===== config.mk =====
export PLATFORM = sky130hd
export DESIGN_NAME = alu_mul_ctrl
export DESIGN_NICKNAME = d
export VERILOG_FILES = /design/src/rtl/alu_mul_ctrl.sv
export SDC_FILE = /design/constraint.sdc
export NUM_CORES = 1
export LEC_CHECK = 0
export BUFFER_PORTS_ARGS = -buffer_cell sky130_fd_sc_hd__buf_2
export CORE_ASPECT_RATIO = 0.9
export CORE_MARGIN = 10
export CORE_UTILIZATION = 47
export DETAILED_ROUTE_END_ITERATION = 8
export GPL_TIMING_DRIVEN = 0
export PLACE_DENSITY = 0.77
export REMOVE_ABC_BUFFERS = 1
export SLEW_MARGIN = 25
export SYNTH_ARGS = -nofsm -noshare
export SYNTH_HDL_FRONTEND = slang
export SYNTH_SLANG_ARGS = --single-unit
export TNS_END_PERCENT = 30

===== constraint.sdc =====
create_clock -name clk -period 1.5 [get_ports clk]
set_input_delay 0.075 -clock clk [delete_from_list [all_inputs] [get_ports clk]]
set_output_delay 0.075 -clock clk [all_outputs]
set_load 0.02 [all_outputs]

===== src/rtl/alu_mul_ctrl.sv =====
// Shift-and-add unsigned multiplier controller that sequences an external combinational ALU.
// Optional feature macro: ALU_MUL_EARLY_EXIT_EN (finish as soon as the remaining multiplier bits are zero).
module alu_mul_ctrl #(
    parameter int         WIDTH  = 4,
    parameter logic [2:0] ADD_OC = 3'b000
) (
    input  logic                 clk,
    input  logic                 rst,
    input  logic                 in_valid,
    output logic                 in_ready,
    input  logic [WIDTH-1:0]     a,
    input  logic [WIDTH-1:0]     b,
    output logic                 out_valid,
    input  logic                 out_ready,
    output logic [2*WIDTH-1:0]   product,
    output logic [2:0]           alu_oc,
    output logic [WIDTH-1:0]     alu_a,
    output logic [WIDTH-1:0]     alu_b,
    input  logic [WIDTH-1:0]     alu_f
);

    localparam int CW = $clog2(WIDTH + 1);

    typedef enum logic [1:0] {
        IDLE,
        STEP,
        DONE
    } state_t;

    state_t             state_reg, state_next;
    logic [WIDTH-1:0]   acc_reg, acc_next;
    logic [WIDTH-1:0]   mplr_reg, mplr_next;
    logic [WIDTH-1:0]   mcand_reg, mcand_next;
    logic [CW-1:0]      cnt_reg, cnt_next;

    logic [WIDTH-1:0]   sum;
    logic               carry;
    logic [2*WIDTH:0]   step_wide;
    logic [2*WIDTH-1:0] shifted;

    // The ALU wraps mod 2^WIDTH, so a wrapped sum is smaller than the accumulator it started from.
    always_comb begin
        if (mplr_reg[0]) begin
            sum   = alu_f;
            carry = (alu_f < acc_reg);
        end else begin
            sum   = acc_reg;
            carry = 1'b0;
        end
    end

    assign step_wide = {carry, sum, mplr_reg};
    assign shifted   = step_wide[2*WIDTH:1];

`ifdef ALU_MUL_EARLY_EXIT_EN
    logic [WIDTH-1:0]   rem_mask;
    logic               rem_zero;
    logic [2*WIDTH-1:0] aligned;

    // After step cnt, the low WIDTH-1-cnt bits of the shifted multiplier are still unconsumed.
    generate
        for (genvar gi = 0; gi < WIDTH; gi++) begin : g_rem_mask
            assign rem_mask[gi] = (gi < (WIDTH - 1 - int'(cnt_reg)));
        end
    endgenerate

    assign rem_zero = ((shifted[WIDTH-1:0] & rem_mask) == '0);
    assign aligned  = shifted >> (WIDTH - 1 - int'(cnt_reg));
`endif

    always_comb begin
        state_next = state_reg;
        acc_next   = acc_reg;
        mplr_next  = mplr_reg;
        mcand_next = mcand_reg;
        cnt_next   = cnt_reg;
        case (state_reg)
            IDLE: begin
                if (in_valid) begin
                    mcand_next = a;
                    mplr_next  = b;
                    acc_next   = '0;
                    cnt_next   = '0;
                    state_next = STEP;
`ifdef ALU_MUL_EARLY_EXIT_EN
                    if (b == '0) begin
                        state_next = DONE;
                    end
`endif
                end
            end
            STEP: begin
                {acc_next, mplr_next} = shifted;
                cnt_next              = cnt_reg + CW'(1);
                if (cnt_reg == CW'(WIDTH - 1)) begin
                    state_next = DONE;
                end
`ifdef ALU_MUL_EARLY_EXIT_EN
                else if (rem_zero) begin
                    // Skip the remaining pure-shift steps by aligning in one go.
                    {acc_next, mplr_next} = aligned;
                    state_next            = DONE;
                end
`endif
            end
            DONE: begin
                if (out_ready) begin
                    state_next = IDLE;
                end
            end
            default: begin
                state_next = IDLE;
            end
        endcase
    end

    always_ff @(posedge clk or posedge rst) begin
        if (rst) begin
            state_reg <= IDLE;
            acc_reg   <= '0;
            mplr_reg  <= '0;
            mcand_reg <= '0;
            cnt_reg   <= '0;
        end else begin
            state_reg <= state_next;
            acc_reg   <= acc_next;
            mplr_reg  <= mplr_next;
            mcand_reg <= mcand_next;
            cnt_reg   <= cnt_next;
        end
    end

    assign in_ready  = (state_reg == IDLE);
    assign out_valid = (state_reg == DONE);
    assign product   = {acc_reg, mplr_reg};
    assign alu_oc    = ADD_OC;
    assign alu_a     = acc_reg;
    assign alu_b     = mcand_reg;

endmodule


== After elaboration in Yosys (flattened, before gate mapping) ==
Index checks and enable logic that the tools add are counted.
Word-level totals
  register bits after elaboration: 17
  bits of input ports: 16
  output and inout bits: 21
Operators by class
  $add $sub $neg: 1
  order comparisons: 1
  eq/ne operators: 6
  mux-type cells: 12
  reductions and logical operators: 5
Operator list (number)
  $pmux W4 S2: 2
  $mux W4: 3
  $mux W2: 3
  $pmux W2 S3: 1
  $pmux W3 S2: 1
  $lt A4 B4 Y1: 1
  $ne A2 B2 Y1 const B: 2
  $reduce_and A2 Y1: 2
  $add A3 B1 Y3 const B: 1
  $eq A3 B2 Y1 const B: 1
  $mux W3: 1
  $reduce_and A3 Y1: 1
  $eq A2 B1 Y1 const B: 1
  $eq A2 B2 Y1 const B: 1
  $logic_not A2 Y1: 1
  $ne A2 B1 Y1 const B: 1
  $reduce_bool A2 Y1: 1
  $mux W1: 1

== Longest topological paths before layout ==
  word-level depth: 3
  gate-level depth with buffers: 5
  depth with buffers taken out: 5

== Least setup slack after synthesis ==
Ideal clock, no wire load.
  kind: reg-to-reg
  start point: register acc_reg[3], in the netlist alu_a[3]
  end point: register acc_reg[3], in the netlist alu_a[3]
  library setup time: 0.120 ns
  arrival: 1.182 ns
  required time: 1.380 ns
  slack: 0.198 ns
  cell stages (with the launch flop): 6
  path buffers: 0
  clock period less this slack: 1.302 ns
  cells stage by stage: dfrtp_1 inv_1 ha_1 o211ai_1 o211ai_1 o21ai_2
On the way
  longest elaborated chain between the ends: 3
Ends and longest elaborated chain
  start: declaration: RTL line 31  | logic [WIDTH-1:0] acc_reg, acc_next;
  start signal: assignment: RTL line 126  | acc_reg <= acc_next;
  $lt A4 B4 Y1: RTL line 45  | carry = (alu_f < acc_reg);
  $mux W1: RTL line 43  | if (mplr_reg[0]) begin
  $pmux W4 S2: RTL line 77  | case (state_reg)
Every way passes these cells.
A chain may end at the register's enable or synchronous reset.

== Worst setup path in the final report ==
  start point: register state_reg[1]
  end point: register mplr_reg[3]
On the way
  longest elaborated chain between the ends: 3
  elaborated cells on any way between the ends: 6
Ends and longest elaborated chain
  start: declaration: RTL line 30  | state_t state_reg, state_next;
  start signal: assignment: RTL line 125  | state_reg <= state_next;
  $eq A2 B1 Y1 or $logic_not A2 Y1 (tied branches): RTL line 77
  $reduce_bool A2 Y1 (no line) or $ne A2 B2 Y1 (tied branches)
  $reduce_and A2 Y1 (no line)
  end signal: assignment: RTL line 127  | mplr_reg <= mplr_next;
  end: declaration: RTL line 32  | logic [WIDTH-1:0] mplr_reg, mplr_next;
Several ways; a longest one is shown, not always the timed one.

==> impl_results.md <==
* Root buffer cell: clkbuf_4
* Clock-pin slew of the registers on the worst-case setup and hold paths at roughly 0.10 ns
* Vias in the first global route at between 700 and 800
* First-pass GRT wire length at between 3 and 4 mm
* Worst Hold Path Cells at 3
* Power per standard cell area at between 2000 and 2500 nW/um^2
* Antenna violations before repair at 0
* Per-instance average area after synthesis at 9.672 um^2
* Flop and latch count out of synthesis at 17
* Total wirelength of the detailed-routed design at roughly 2.2 mm
* Area contributors post-synth: dfrtp_1 44%, nand2_1 8.5%, ha_1 6.5%
* Maximum clock path buffer count at 2
* Max-Slew Margin vs Limit at roughly 57%
* Multiplexer share of the synthesized area at a little over 4%
* CTS H-tree lvls at 1
* Final setup viols at 0
* EDFF count, synth at 0
* Total grt overflow at 0
* Cell with the most instances after synthesis: nand2_1
* Share of the synthesized netlist area taken by xor and xnor gates at 0%
* Type of the worst setup path: reg -> reg
* Via Count at around 790
* Yosys warns at 0
* Slew at the pin with the worst max-slew slack at ~0.65 ns
* Outcome: finished, final reports clean
* Count of cell types in the netlist at 24
* Clock buffers created by TritonCTS at 3
* 1st-iter DRT viols at 35
* Fin Clk Skew at between 0.002 and 0.003 ns
* Final std cells w/o fill at 160
* Kind of capture point of the worst setup path: flop
* Dominant combinational cell family by area after synthesis: simple AND/OR/NAND/NOR gates
* Number of cell rows at 15
* Final layout net count at 157
* Number of antenna diodes at 0
* Static leakage at 0.6182 nW
* Sink Count at 17
* Most area-hungry cell type in the Yosys netlist: dfrtp_1
* Total iterations of the first detailed-routing run at 3
* Post-synthesis adder-cell area fraction at 6.468%
* Leading register cell type out of synthesis: dfrtp_1
* Post-Place Cell Area at 1076 um^2
* Critical Path Source Type: flop
* Cell Count Post-Placement at around 150
* Commonest cells post-synth: 22 x nand2_1, 17 x dfrtp_1, 9 x nand3_1
* Initial Utilization at 50.03%
* Number of antenna-violating nets in the routed design at 0
* Height of the die at approximately 63 um
* Clock latency of the later-clocked register in the worst-skew pair at around 0.29 ns
* Max FO, Critical Path at 16
* Yosys top cell area share at 43.98%
* Final total power at roughly 2.4 mW
* DR vias/cell at approximately 5
* Final weighted congestion of routability-driven global placement at between 0.7 and 0.8
* Die outline area at approximately 4300 um^2
* TritonCTS clock tree: yes
* Largest net degree at the start of global routing at 20
* DRC violation count after routing at 0
* Routed length per placed instance at between 10 and 15 um
* Post-synth ARST share at between 90% and 100%
* Maximum ir drop on the vdd rail at approximately 0.91 mV
* Count of boundary I/O pins at 37
* Filler Cell Count at 161
* Basic-gate share of the synthesized area counting and, or, nand and nor cells at 24.45%
* Area growth syn-to-layout at 22.77%
* Fin worst setup slack at 0.1735 ns
* Final number of max-transition violations at 0
* Maximum clock frequency at 0.7539 GHz
* Estimated wirelength of the detail-placed design at between 1.5 and 2 mm
* Sequential area share after synthesis at a little over two fifths
* Width of the chip at a little under 70 um
* Arrival time of the worst setup path at between 1 and 1.5 ns
* Total area of multi-input combinational cells at between 400 and 500 um^2
* Classification of the worst-slack hold path: in -> reg
* Final critical-path required period at 1.326 ns
* Quantity of I/O buffers inserted on ports at 33
* Share of layout cells above drive strength 1 at a little over a third
* Maxcap violations at 0
* Area taken by flip-flops and latches at 425.4 um^2
* Cell count after synthesis at 100
* Endpoints failing hold at 0
* Crit path required time at roughly 1.7 ns
* FF-to-FF path depth at 3
* Final Util at between 60% and 70%
* Fin crit share at 88.43%
* Cell area after synthesis at 967.2 um^2
* Finished layout cell area at 1187 um^2
* Combined global-route utilization of all metal layers at 10.48%
* Post-placement setup slack at -0.05270 ns
* Unrepaired setup endpoints after global routing: no
* Core Region at 1933 um^2
* Share of the synthesized area in compound gates (AO/OA/AOI/OAI) at between 8 and 9%
[layout by cell type, fill, tap and decap left out, drive strengths merged]
cell and count:
nand3 14, nand2b 1, mux2i 4, a22o 1, buf 33, nor2b 2
dfrtp 17, or3b 1, nor3b 2, and2b 1, nor2 1, dlygate4sd3 8
o211ai 3, ha 5, inv 6, clkbuf 4, o21ai 7, conb 3
nand2 22
[path summary, 6_finish.rpt]
path	end	start	slack (ns)
worst max-delay path	mplr_reg[3]	state_reg[1]	0.17
worst min register to register	alu_b[0]	alu_b[0]	0.48
max in group asynchronous	state_reg[0]	rst	0.68
worst max register to register	mplr_reg[3]	state_reg[1]	0.17
min in group asynchronous	alu_a[2]	rst	0.41
worst min-delay path	mplr_reg[3]	b[3]	0.007
[layer usage]
metal	routed length [um]	GRT usage, %
met2	1116	18.19
met5	0	0
met4	41	5.276
met3	147	2.330
met1	887	11.29
[worst max-delay path, cell delays in order, from the launching register on]
cell and delay (ns):
dfrtp_1 0.45, or3b_4 0.53, nand3_1 0.13, o211ai_1 0.10
[through the flow]
stage          hold WS [ns]   TNS, ns
4_1_cts            0.001016         0
3_5_place_dp         0.1907   -0.1251
2_1_floorplan      0.001069         0
3_3_place_gp         0.1818  -0.04961
6_report           0.006926         0
5_1_grt             0.01980         0
[what timing repair did]
| item | in CTS | in global routing |
|---|---|---|
| hold buffers | 8 | 0 |
| gates resized for setup | 2 | 0 |
| endpoints found under the hold margin | 24 | 0 |
| buffers inserted | 0 | 0 |
| endpoints found under the setup margin | 7 | 0 |
[final cells by class]
type	instances	share of cell area, %
inverters	6	1.897
repair buffers	41	20.65
multi-input cells	67	36.78
well taps	25	2.634
flip-flops and latches	17	35.83
clock buffers	4	2.213
[kinds of logic after synthesis]
group,count (synthesis)
adder cells (fa/ha/maj),5
multiplexers,4
buffers and inverters,18
flip-flops,17
other,1
AO/OA/AOI/OAI,11
AND/OR/NAND/NOR,44
[power by group]
part	switching (mW)	internal, mW
logic	0.821	0.486
registers	0.211	0.675
clock network	0.145	0.103
total	1.18	1.27
Power figures use the tool's default switching activity.
